### src/rtl/mac_pkg.sv
// Shared types for the mac datapath and its result sink.
package mac_pkg;

    localparam int DATA_W = 16;
    localparam int CNT_W  = 32;

    typedef logic signed [DATA_W-1:0] mac_result_t;

    typedef enum logic [1:0] {
        ST_EMPTY   = 2'd0,
        ST_PARTIAL = 2'd1,
        ST_FULL    = 2'd2
    } fifo_state_t;

endpackage

### src/rtl/sink_fifo.sv
// Synchronous register FIFO with a registered head; push into a full FIFO
// is allowed only when a pop happens in the same cycle.
module sink_fifo
    import mac_pkg::*;
#(
    parameter int WIDTH = 16,
    parameter int DEPTH = 16
) (
    input  logic                     i_clk,
    input  logic                     i_rst_n,
    input  logic                     i_clr,
    input  logic                     i_push_req,
    input  logic                     i_pop_req,
    input  logic [WIDTH-1:0]         i_wdata,
    output logic [WIDTH-1:0]         o_rdata,
    output logic                     o_valid,
    output logic [$clog2(DEPTH):0]   o_level,
    output logic                     o_full,
    output logic                     o_push_acc
);

    localparam int AW = $clog2(DEPTH);
    localparam int LW = $clog2(DEPTH) + 1;

    fifo_state_t      r_state;
    fifo_state_t      w_state_nxt;
    logic [WIDTH-1:0] r_mem [DEPTH];
    logic [AW-1:0]    r_wr_ptr;
    logic [AW-1:0]    r_rd_ptr;
    logic [LW-1:0]    r_level;
    logic [LW-1:0]    w_level_nxt;
    logic             w_push;
    logic             w_pop;

    assign w_pop       = (r_state != ST_EMPTY) && i_pop_req;
    assign w_push      = i_push_req && ((r_state != ST_FULL) || w_pop);
    assign w_level_nxt = r_level + LW'(w_push) - LW'(w_pop);

    always_ff @(posedge i_clk or negedge i_rst_n) begin
        if (!i_rst_n) begin
            r_state <= ST_EMPTY;
        end else begin
            r_state <= w_state_nxt;
        end
    end

    always_comb begin
        w_state_nxt = r_state;
        if (i_clr) begin
            w_state_nxt = ST_EMPTY;
        end else begin
            case (r_state)
                ST_EMPTY:   if (w_push) w_state_nxt = ST_PARTIAL;
                ST_PARTIAL: begin
                    if (w_level_nxt == LW'(DEPTH)) w_state_nxt = ST_FULL;
                    else if (w_level_nxt == '0)    w_state_nxt = ST_EMPTY;
                end
                ST_FULL:    if (w_pop && !w_push) w_state_nxt = ST_PARTIAL;
                default:    w_state_nxt = ST_EMPTY;
            endcase
        end
    end

    // Pointers wrap naturally because DEPTH is a power of two.
    always_ff @(posedge i_clk or negedge i_rst_n) begin
        if (!i_rst_n) begin
            r_wr_ptr <= '0;
            r_rd_ptr <= '0;
            r_level  <= '0;
        end else if (i_clr) begin
            r_wr_ptr <= '0;
            r_rd_ptr <= '0;
            r_level  <= '0;
        end else begin
            if (w_push) r_wr_ptr <= r_wr_ptr + AW'(1);
            if (w_pop)  r_rd_ptr <= r_rd_ptr + AW'(1);
            r_level <= w_level_nxt;
        end
    end

    always_ff @(posedge i_clk) begin
        if (w_push && !i_clr) r_mem[r_rd_ptr == r_wr_ptr ? r_wr_ptr : r_wr_ptr] <= i_wdata;
    end

    // Storage is not reset, so the head is forced to zero whenever nothing is held.
    assign o_valid    = (r_state != ST_EMPTY);
    assign o_full     = (r_state == ST_FULL);
    assign o_rdata    = o_valid ? r_mem[r_rd_ptr] : '0;
    assign o_level    = r_level;
    assign o_push_acc = w_push;

endmodule

### src/rtl/mac_result_sink.sv
// Capture endpoint for the mac result stream: buffers accepted samples and
// keeps count/min/max/drop statistics with a valid/ready drain port.
module mac_result_sink #(
    parameter int DATA_W = mac_pkg::DATA_W,
    parameter int DEPTH  = 16,
    parameter int CNT_W  = mac_pkg::CNT_W
) (
    input  logic                     clk,
    input  logic                     reset,
    input  logic                     clear,
    input  logic                     in_valid,
    input  logic signed [DATA_W-1:0] in_data,
    output logic                     out_valid,
    input  logic                     out_ready,
    output logic signed [DATA_W-1:0] out_data,
    output logic [$clog2(DEPTH):0]   level,
    output logic                     full,
    output logic                     overflow,
    output logic [CNT_W-1:0]         sample_cnt,
    output logic [CNT_W-1:0]         drop_cnt,
    output logic                     stats_valid,
    output logic signed [DATA_W-1:0] min_val,
    output logic signed [DATA_W-1:0] max_val
);

    logic                     w_push_acc;
    logic                     w_drop;
    logic [CNT_W-1:0]         r_sample_cnt;
    logic [CNT_W-1:0]         r_drop_cnt;
    logic                     r_overflow;
    logic                     r_stats_valid;
    logic signed [DATA_W-1:0] r_min;
    logic signed [DATA_W-1:0] r_max;

    function automatic logic [CNT_W-1:0] sat_inc(input logic [CNT_W-1:0] v);
        return (v == '1) ? v : v + CNT_W'(1);
    endfunction

    sink_fifo #(
        .WIDTH (DATA_W),
        .DEPTH (DEPTH)
    ) u_fifo (
        .i_clk      (clk),
        .i_rst_n    (reset),
        .i_clr      (clear),
        .i_push_req (in_valid),
        .i_pop_req  (out_ready),
        .i_wdata    (in_data),
        .o_rdata    (out_data),
        .o_valid    (out_valid),
        .o_level    (level),
        .o_full     (full),
        .o_push_acc (w_push_acc)
    );

    assign w_drop = in_valid && !w_push_acc;

    always_ff @(posedge clk or negedge reset) begin
        if (!reset) begin
            r_sample_cnt  <= '0;
            r_drop_cnt    <= '0;
            r_overflow    <= 1'b0;
            r_stats_valid <= 1'b0;
            r_min         <= '0;
            r_max         <= '0;
        end else if (clear) begin
            r_sample_cnt  <= '0;
            r_drop_cnt    <= '0;
            r_overflow    <= 1'b0;
            r_stats_valid <= 1'b0;
            r_min         <= '0;
            r_max         <= '0;
        end else begin
            // The first accepted sample seeds both extremes.
            if (w_push_acc) begin
                r_sample_cnt  <= r_sample_cnt + CNT_W'(1);
                r_stats_valid <= 1'b1;
                if (!r_stats_valid || (in_data < r_min)) r_min <= in_data;
                if (!r_stats_valid || (in_data > r_max)) r_max <= in_data;
            end
            if (w_drop) begin
                r_overflow <= 1'b1;
                r_drop_cnt <= sat_inc(r_drop_cnt);
            end
        end
    end

    assign sample_cnt  = r_sample_cnt;
    assign drop_cnt    = r_drop_cnt;
    assign overflow    = r_overflow;
    assign stats_valid = r_stats_valid;
    assign min_val     = r_min;
    assign max_val     = r_max;

endmodule
### config.mk
export PLATFORM = sky130hd
export DESIGN_NAME = mac_result_sink
export DESIGN_NICKNAME = d
export VERILOG_FILES = /design/src/rtl/mac_pkg.sv /design/src/rtl/sink_fifo.sv /design/src/rtl/mac_result_sink.sv
export SDC_FILE = /design/constraint.sdc
export NUM_CORES = 1
export LEC_CHECK = 0
export BUFFER_PORTS_ARGS = -buffer_cell sky130_fd_sc_hd__buf_4
export CORE_UTILIZATION = 50
export DETAILED_ROUTE_END_ITERATION = 16
export PLACE_DENSITY_LB_ADDON = 0.3
export REMOVE_ABC_BUFFERS = 1
export SLEW_MARGIN = 20
export SYNTH_ARGS = -nofsm -noshare
export SYNTH_HDL_FRONTEND = slang
export SYNTH_SLANG_ARGS = --single-unit
### constraint.sdc
create_clock -name clk -period 3 [get_ports clk]
set_input_delay 0.3 -clock clk [delete_from_list [all_inputs] [get_ports clk]]
set_output_delay 0.3 -clock clk [all_outputs]
set_load 0.005 [all_outputs]
==> reports/summary.txt <==
final WL = 37.6 mm
min setup slack post-route = 0.0774 ns
Worst EP required = 2.70 ns
CTS Root Cell = clkbuf_16
final setup TNS = 0 ns
Hold Violations, Final = 0
core box area = 31800 sq um
pre-CTS WS = 0.184 ns
clock sinks = 369
clk_lat worst skew = 0.54 ns
crit path kind = reg2out
Syn. warnings = 0
routability cong. = 0.796
crit start category = flip-flop
R2R depth = 8
IO Port Bufs = 141
critical path endpoint = out_data[15]
Period minus WS final = 2.92 ns
crit path buf inv count = 3
die footprint = 33400 sq um
arrival time at the worst endpoint = 2.62 ns
Boundary Pins = 142
post-synthesis sequential area ratio = 64.4%
post-synth top area share = 47.1%
WP depth = 6
initial antenna violation count = 0
worst reg2reg startpoint = max_val[5]
fin. max-slew vios = 0
Synth cell types = 63
Via Count = 10000
die height = 183 microns
Routed WL per cell = 21.7 microns
GRT overflow = 0
max_slew headroom = 20.9%
# diodes = 0
cell taking the most area after synthesis = edfxtp_1
actual slew at the worst max-slew pin = 1.18 ns
DRT Pass-1 Iters = 5
share of cells above drive strength 1 = 26.9%
Leak = 7.28 nW
CTS tree = built
Tcrit/Tclk final = 97.4%
cell count after synthesis = 1090
power density cells = 632 nW/um^2
Max clock buf depth = 3
Row Count = 65
critical-path cell list = buf_12 > buf_4 > mux4_2 > mux4_2 > and2_1 > buf_4
Largest delay share family, worst path = multiplexers
unrepaired setup endpoints after global routing = false
Final Skew = 0.0226 ns
worst-path fanout max = 9
HP Class = in2reg
FMAX = 342 MHz
Worst path max stage delay = 0.53 ns
largest net degree at the start of global routing = 122
hold slack final = 0.0418 ns
synthesized area per cell = 15.0 sq um
Synth async-reset ratio = 30.6%
slowest stage cell, crit path = mux4_2
global-route wire length before repair = 58.7 mm
number of synthesized flops with an enable pin = 256
crit path launch = u_fifo.r_rd_ptr[0]
Synth Register Bits = 369
CP Capture Type = primary output
Final nets = 1338
largest cells by area after synthesis = edfxtp_1 (47%), dfrtp_1 (17%), mux4_2 (11%)
DR iter-0 viols = 838
post-route ant nets = 0
die width = 183 microns
final setup vio count = 0
total power = 12.4 mW
H-tree depth = 2
Cell Area, Synth = 16300 sq um
max cap viols = 0
RR Endpoint = max_val[8]
VDD IR-drop max = 0.000441 V
Most used DFF post-synth = edfxtp_1
number of global-route vias before repair = 10200
P&R area growth vs syn = 19.9%
TritonCTS Buffers = 39
detailed-route vias per instance = 5.76
reg-to-reg slack, setup = 0.31 ns
Final HPWL DP = 23.4 mm
gr usage total = 23.1%
Fillers = 2362
Initial Utilization = 51.3%
clock slew at reported path FFs = 0.06 ns
residual DRC count = 0
outcome = finished clean
[what timing repair did]
item | 4_1_cts | 5_1_grt
hold buffers | 1 | 0
gates resized for setup | 0 | 4
cloned | 0 | 1
buffers inserted | 5 | 0
setup endpoints to repair | 14 | 1
hold endpoints to repair | 32 | 0
[cells by family after synthesis]
group	after synthesis	synth area share, %
AND/OR/NAND/NOR	320	10.1
flip-flops	369	64.4
XOR/XNOR	64	3.43
multiplexers	84	11.3
AO/OA/AOI/OAI	106	4.74
adder cells (fa/ha/maj)	44	3.42
buffers and inverters	103	2.64
[power breakdown]
part | internal [mW] | total [mW] | switching [mW]
sequential | 5.59 | 5.70 | 0.111
combinational | 0.926 | 1.83 | 0.903
clock | 2.88 | 4.84 | 1.96
total | 9.39 | 12.4 | 2.98
[worst min-delay path by stage]
stage                from  cells after the start                 end
2_1_floorplan       reset                      0         drop_cnt[0]
3_3_place_gp        reset                      1        drop_cnt[10]
3_5_place_dp        reset                      1        drop_cnt[12]
4_1_cts        in_data[3]                      1  u_fifo.r_mem[0][3]
5_1_grt        in_data[3]                      1  u_fifo.r_mem[0][3]
6_report       in_data[3]                      1  u_fifo.r_mem[0][3]
[stage by stage]
stage	cell area (sq um)	instances	util, %
after global placement	18200	1660	57.1
final	19600	1738	61.5
after floorplan	16100	1039	-
after detailed placement	18200	1660	57.1
after global routing	19600	1738	61.5
after CTS	19500	1737	61.4
[registers in the layout, indices dropped and copies added (netlist names)]
register,cells
min_val,16
u_fifo.o_level,5
stats_valid,1
u_fifo.r_wr_ptr,4
u_fifo.r_rd_ptr,4
u_fifo.r_state,2
sample_cnt,32
max_val,16
drop_cnt,32
overflow,1
u_fifo.r_mem,256
[metal layers]
layer	GRT usage, %	vias to the layer above	part of all wire, %
met5	0	-	0
met4	5.68	0	1.6
met3	4.43	44	6.1
met2	36.9	329	48
met1	33.0	5120	44
li1	-	4512	-
[placed cells by master, fill, tap and decap left out, types with 3 or more instances in the layout]
| cell type | instances |
|---|---|
| and4_1 | 10 |
| clkinvlp_4 | 3 |
| buf_12 | 7 |
| nand3_1 | 25 |
| edfxtp_1 | 256 |
| and2_1 | 15 |
| o31ai_1 | 17 |
| xnor2_1 | 21 |
| nand2_1 | 41 |
| bufinv_16 | 4 |
| clkinv_1 | 6 |
| nor2_1 | 115 |
| nor3_1 | 4 |
| a221o_1 | 16 |
| a22oi_1 | 16 |
| o211ai_1 | 3 |
| clkinv_2 | 4 |
| clkbuf_8 | 3 |
| inv_1 | 51 |
| or3_1 | 8 |
| nand4_1 | 43 |
| o21ai_0 | 14 |
| xor2_1 | 43 |
| nor3_2 | 5 |
| nor2b_1 | 18 |
| a21o_1 | 6 |
| mux4_2 | 80 |
| clkbuf_16 | 41 |
| ha_1 | 43 |
| mux2i_1 | 3 |
| nand2b_1 | 8 |
| dfrtp_1 | 111 |
| buf_4 | 181 |
| and3_1 | 8 |
| clkbuf_1 | 8 |
| a21oi_1 | 19 |
[final cells by class]
class | count | area, sq um | share of cell area [%]
timing repair buffer | 193 | 1600 | 8.18
sequential | 369 | 10500 | 53.8
clock buffer | 51 | 1070 | 5.48
tap | 435 | 544 | 2.78
inverter | 52 | 195 | 0.997
multi-input combinational | 618 | 5410 | 27.7
clock inverter | 20 | 226 | 1.16
[cells in the mapped netlist (18+ instances only)]
library cell and n:
edfxtp_1 256, o31ai_1 18, clkbuf_1 27, nand3_1 25
inv_1 51, nand4_1 43, nand2_1 41, mux4_2 80
nor2_1 115, xor2_1 43, xnor2_1 21, a21oi_1 19
ha_1 43, dfrtp_1 113, nor2b_1 18
Note: power is estimated with default switching activity, not from simulation.
